**config.mk**
```make
export PLATFORM = sky130hd
export DESIGN_NAME = pipeline_hazard_ctrl
export DESIGN_NICKNAME = d
export VERILOG_FILES = /design/src/rtl/pipeline_hazard_ctrl.sv
export SDC_FILE = /design/constraint.sdc
export NUM_CORES = 1
export LEC_CHECK = 0
export BUFFER_PORTS_ARGS = -buffer_cell sky130_fd_sc_hd__buf_2
export CAP_MARGIN = 40
export CORE_ASPECT_RATIO = 1.75
export CORE_MARGIN = 3
export CORE_UTILIZATION = 43
export DETAILED_ROUTE_END_ITERATION = 6
export PLACE_DENSITY = 0.66
export SETUP_SLACK_MARGIN = 0.02
export SKIP_CTS_REPAIR_TIMING = 1
export SLEW_MARGIN = 40
export SYNTH_ARGS = -nofsm -noshare
export SYNTH_HDL_FRONTEND = slang
export SYNTH_SLANG_ARGS = --single-unit
```
**constraint.sdc**
```tcl
create_clock -name clk -period 4.3 [get_ports clk]
set_input_delay 0.86 -clock clk [delete_from_list [all_inputs] [get_ports clk]]
set_output_delay 0.86 -clock clk [all_outputs]
set_load 0.05 [all_outputs]
```
**src/rtl/pipeline_hazard_ctrl.sv**
```systemverilog
// Stall/flush controller for a 5-stage pipeline: load-use interlock, taken-branch squash,
// data-memory freeze, saturating statistics and a sticky memory-timeout flag.
module pipeline_hazard_ctrl #(
    parameter int unsigned CNT_W       = 16,
    parameter int unsigned MEM_TIMEOUT = 64
) (
    input  logic             clk,
    input  logic             reset,
    input  logic [4:0]       id_rs1,
    input  logic [4:0]       id_rs2,
    input  logic             id_uses_rs1,
    input  logic             id_uses_rs2,
    input  logic             id_ex_mem_read,
    input  logic [4:0]       id_ex_rd,
    input  logic             ex_mem_taken,
    input  logic             mem_req,
    input  logic             mem_ready,
    output logic             pc_write,
    output logic             if_id_write,
    output logic             id_ex_write,
    output logic             ex_mem_write,
    output logic             if_id_flush,
    output logic             id_ex_flush,
    output logic             ex_mem_flush,
    output logic [1:0]       state,
    output logic [CNT_W-1:0] stall_count,
    output logic [CNT_W-1:0] flush_count,
    output logic             mem_timeout
);

    localparam int unsigned WAIT_W = $clog2(MEM_TIMEOUT) + 1;

    localparam logic [1:0] RUN      = 2'd0;
    localparam logic [1:0] LOAD_USE = 2'd1;
    localparam logic [1:0] MEM_WAIT = 2'd2;

    logic [1:0]        state_q, state_d;
    logic [CNT_W-1:0]  stall_count_q;
    logic [CNT_W-1:0]  flush_count_q;
    logic [WAIT_W-1:0] wait_cnt_q;
    logic              mem_timeout_q;

    logic mstall;
    logic lu;
    logic taken_act;

    assign mstall = mem_req & ~mem_ready;

    // LOAD_USE blocks re-detection: the dependent instruction is still in ID for one more cycle.
    assign lu = id_ex_mem_read && (id_ex_rd != 5'd0) && (state_q != LOAD_USE) &&
                ((id_uses_rs1 && (id_rs1 == id_ex_rd)) || (id_uses_rs2 && (id_rs2 == id_ex_rd)));

    // A taken branch held during a memory freeze is acted on in the release cycle.
    assign taken_act = ex_mem_taken & ~mstall;

    always_comb begin
        pc_write     = 1'b1;
        if_id_write  = 1'b1;
        id_ex_write  = 1'b1;
        ex_mem_write = 1'b1;
        if_id_flush  = 1'b0;
        id_ex_flush  = 1'b0;
        ex_mem_flush = 1'b0;
        if (!reset) begin
            if (mstall) begin
                pc_write     = 1'b0;
                if_id_write  = 1'b0;
                id_ex_write  = 1'b0;
                ex_mem_write = 1'b0;
            end else if (ex_mem_taken) begin
                if_id_flush  = 1'b1;
                id_ex_flush  = 1'b1;
                ex_mem_flush = 1'b1;
            end else if (lu) begin
                pc_write    = 1'b0;
                if_id_write = 1'b0;
                id_ex_flush = 1'b1;
            end
        end
    end

    always_comb begin
        state_d = RUN;
        if (mstall) begin
            state_d = MEM_WAIT;
        end else if (!ex_mem_taken && lu) begin
            state_d = LOAD_USE;
        end
    end

    always_ff @(posedge clk) begin
        if (reset) begin
            state_q       <= RUN;
            stall_count_q <= '0;
            flush_count_q <= '0;
            wait_cnt_q    <= '0;
            mem_timeout_q <= 1'b0;
        end else begin
            state_q <= state_d;
            if (!pc_write && (stall_count_q != {CNT_W{1'b1}})) begin
                stall_count_q <= stall_count_q + CNT_W'(1);
            end
            if (taken_act && (flush_count_q != {CNT_W{1'b1}})) begin
                flush_count_q <= flush_count_q + CNT_W'(1);
            end
            if (mstall) begin
                if (wait_cnt_q != {WAIT_W{1'b1}}) begin
                    wait_cnt_q <= wait_cnt_q + WAIT_W'(1);
                end
                if (wait_cnt_q == WAIT_W'(MEM_TIMEOUT - 1)) begin
                    mem_timeout_q <= 1'b1;
                end
            end else begin
                wait_cnt_q <= '0;
            end
        end
    end

    assign state       = state_q;
    assign stall_count = stall_count_q;
    assign flush_count = flush_count_q;
    assign mem_timeout = mem_timeout_q;

endmodule

```
==> reports/qor.txt <==
CTS Sinks - 42
Adder-Cell Fraction of Synth Area - 0.0179
Delay-heaviest family, CP - simple AND/OR/NAND/NOR gates
Number of routed nets with antenna violations - 0
Via count - 2001
Layout fillers - 493
Final setup fails - 0
Drt pass-1 iters - 4
CP Launch Type - primary input
Routability cong. - 0.798
TritonCTS clock tree - built
Drt drc - 0
R2r startpoint - flush_count[0]$_SDFFE_PP0P_
Largest stage delay on the critical path - 0.55 ns
Distinct cells, synth - 42
Vias in the first global route - 1916
Multiplexer share of the synthesized area - 0.00957
Skew final - 0.00960 ns
#FFs+latches synth - 42
Largest net degree at the start of global routing - 31
Mean Syn Cell Area - 8.44 µm²
Peak fanout along the critical path - 3
Fin crit period - 3.28 ns
Syn nets - 274
# diodes - 0
Hold crit path type - flop to flop
Slew HR - 0.549
Crit path capture type - output pin
Asr flop ratio synth - 0
Root Driver - clkbuf_8
Worst-Skew Late Latency - 0.30 ns
Die area - 5770 µm²
Largest family of logic cells by synthesized area - simple AND/OR/NAND/NOR gates
Post-Synth XOR/XNOR Area - 0.117
Compound-cell area share of the yosys netlist - 0.126
Chip width - 58.7 µm
Clock-pin slew on the worst setup and hold paths - 0.08 ns
Worst path bufs/invs - 2
Post-layout util - 0.537
First-pass GRT wire length - 8200 µm
Setup tns final - 0 ns
Synthesized cell area - 2090 µm²
Area after DPL - 2420 µm²
Worst Path Required - 3.44 ns
Initial Util - 0.444
Sequential fraction of the synthesis area - 0.402
Internal reg-to-reg setup slack - 2.09 ns
Initial antenna violation count - 0
Area Overhead vs Synth - 20.9%
CP Class - primary input to output pin
Max IR drop VDD - 193 µV
Nets - 336
Final WL - 4890 µm
Tcrit/Tclk final - 0.762
Worst R2R End - flush_count[9]$_SDFFE_PP0P_
Power per cell area - 311 nW/µm²
HP Start - mem_timeout$_SDFFE_PP0P_
Post-synthesis instance total - 248
Synthesis Warnings - 0
Worst EP arrival - 2.42 ns
Worst Max-Slew Pin Slew - 0.672 ns
Achievable Freq - 305 MHz
Port Buffer Count - 64
Detailed Route Iter0 Violations - 40
Share of cells above drive strength 1 - 0.254
FF+latch area - 841 µm²
Crit. Startpoint - id_ex_rd[1]
Cell count along the critical path - 7
Max-slew violations - 0
Num ports - 65
RSZ-0062 raised after global routing - false
Area of the multi-input gates - 1160 µm²
H-tree Lvls - 2
Lkg Pwr - 1.02 nW
Max-Cap Viols - 0
Routed vias/inst - 5.51
Main synth FF type - dfxtp_1
R2r worst-path depth - 7
Crit path capture - pc_write
Simple-gate share of the synthesized area - 0.283
Critical path's slowest cell - or4_1
Overall power - 0.786 mW
Post-route cell area - 2530 µm²
CORE AREA - 4710 µm²
Rows - 33
Global route overflow - 0
Routed WL per cell - 13.5 µm
All-layer global routing usage - 0.178
Status - finished clean
Critical Path, Cell by Cell - buf_2 -> or4_1 -> o2111ai_2 -> nand2b_1 -> nor2_1 -> nor2_1 -> buf_2
Die Height - 98.3 µm
Number of clock buffers inserted by TritonCTS - 5
Post-synth EDFFs - 0
HPWL Detailed - 3710 µm
Clock Tree Buf Depth - 2
Final Hold Fails - 0
cells in the final DEF (no fill, tap or decap), drive strengths merged:
cell and instances:
and2 1, nor3 4, o2111ai 1, o41ai 1
or4 1, o21ai 13, nand4b 1, nand2 18
o22ai 2, xor2 10, nor4 2, o311ai 2
nand4 11, or2 1, nor2b 1, and4 5
a211oi 2, nor2 32, buf 66, nand2b 3
ha 3, mux2i 2, a311oi 1, dfxtp 42
clkinv 2, o31ai 1, inv 3, clkbuf 6
nand3 16, xnor2 18, a21oi 17, bufinv 1
a31oi 2, and3 6, o211ai 1, or3 12
clkinvlp 1
flip-flops by register name (all words and copies together), names as in the netlist:
register / cells
mem_timeout: 1
flush_count: 16
state: 2
wait_cnt_q: 7
stall_count: 16
tightest hold or removal path, cell delays in order (launching register included):
cell     delay [ns]
dfxtp_1        0.33
a21oi_1        0.04
nor2_1         0.07
logic make-up after synthesis:
kind of cell / after synthesis
buffers and inverters: 16
flip-flops: 42
AND/OR/NAND/NOR: 114
XOR/XNOR: 28
adder cells (fa/ha/maj): 3
AO/OA/AOI/OAI: 43
multiplexers: 2
worst min path at each step:
stage	cells past startpoint	slack [ns]	end
final	2	0.47	mem_timeout$_SDFFE_PP0P_
after CTS	2	0.48	mem_timeout$_SDFFE_PP0P_
after global routing	2	0.51	mem_timeout$_SDFFE_PP0P_
after global placement	2	0.45	mem_timeout$_SDFFE_PP0P_
after detailed placement	2	0.46	mem_timeout$_SDFFE_PP0P_
after floorplan	1	0.46	wait_cnt_q[2]$_SDFFE_PP0P_
final cells by class:
cell class                      count  area share
Clock buffer                        6      0.0287
Clock inverter                      2      0.0148
Inverter                            5     0.00742
Multi-Input combinational cell    190       0.458
Sequential cell                    42       0.333
Tap cell                           52      0.0257
Timing Repair Buffer               66       0.133
power breakdown:
| part | leakage (nW) | switching, mW | internal [mW] | total (mW) |
|---|---|---|---|---|
| logic | 0.629 | 0.0520 | 0.0267 | 0.0787 |
| clock network | 0.0514 | 0.139 | 0.173 | 0.312 |
| registers | 0.339 | 0.00338 | 0.392 | 0.395 |
| total | 1.02 | 0.194 | 0.592 | 0.786 |
per-layer routing:
metal / up-vias / GRT usage / wire [µm]
met4: 0 / 0.0663 / 59
met2: 47 / 0.325 / 2650
met1: 933 / 0.187 / 1920
met5: - / 0 / 0
li1: 1015 / - / -
met3: 6 / 0.0450 / 261
synth_stat cells, drive strengths merged (2+ instances only):
library cell,number,area [µm²]
clkbuf,4,15.0
ha,3,37.5
and4,5,43.8
inv,3,11.3
mux2i,2,20.0
a211oi,2,15.0
nand3,16,80.1
o22ai,2,12.5
nand2b,3,18.8
nand4,11,68.8
nand2,18,67.6
clkinv,2,7.51
dfxtp,42,841
nor2,32,128
nor4,2,18.8
xnor2,18,158
o311ai,2,17.5
and3,6,37.5
or3,12,75.1
nor3,4,20.0
a21oi,17,92.6
buf,7,58.8
xor2,10,87.6
o21ai,13,65.1
a31oi,2,12.5
metrics by stage:
stage	std cells	setup slack [ns]	hold slack, ns
floorplan	248	0.663	0.457
CTS	363	1.01	0.485
global placement	355	1.05	0.451
finish	363	1.02	0.471
detailed placement	355	1.01	0.464
global route	363	0.910	0.514
Power figures use the tool's default switching activity.
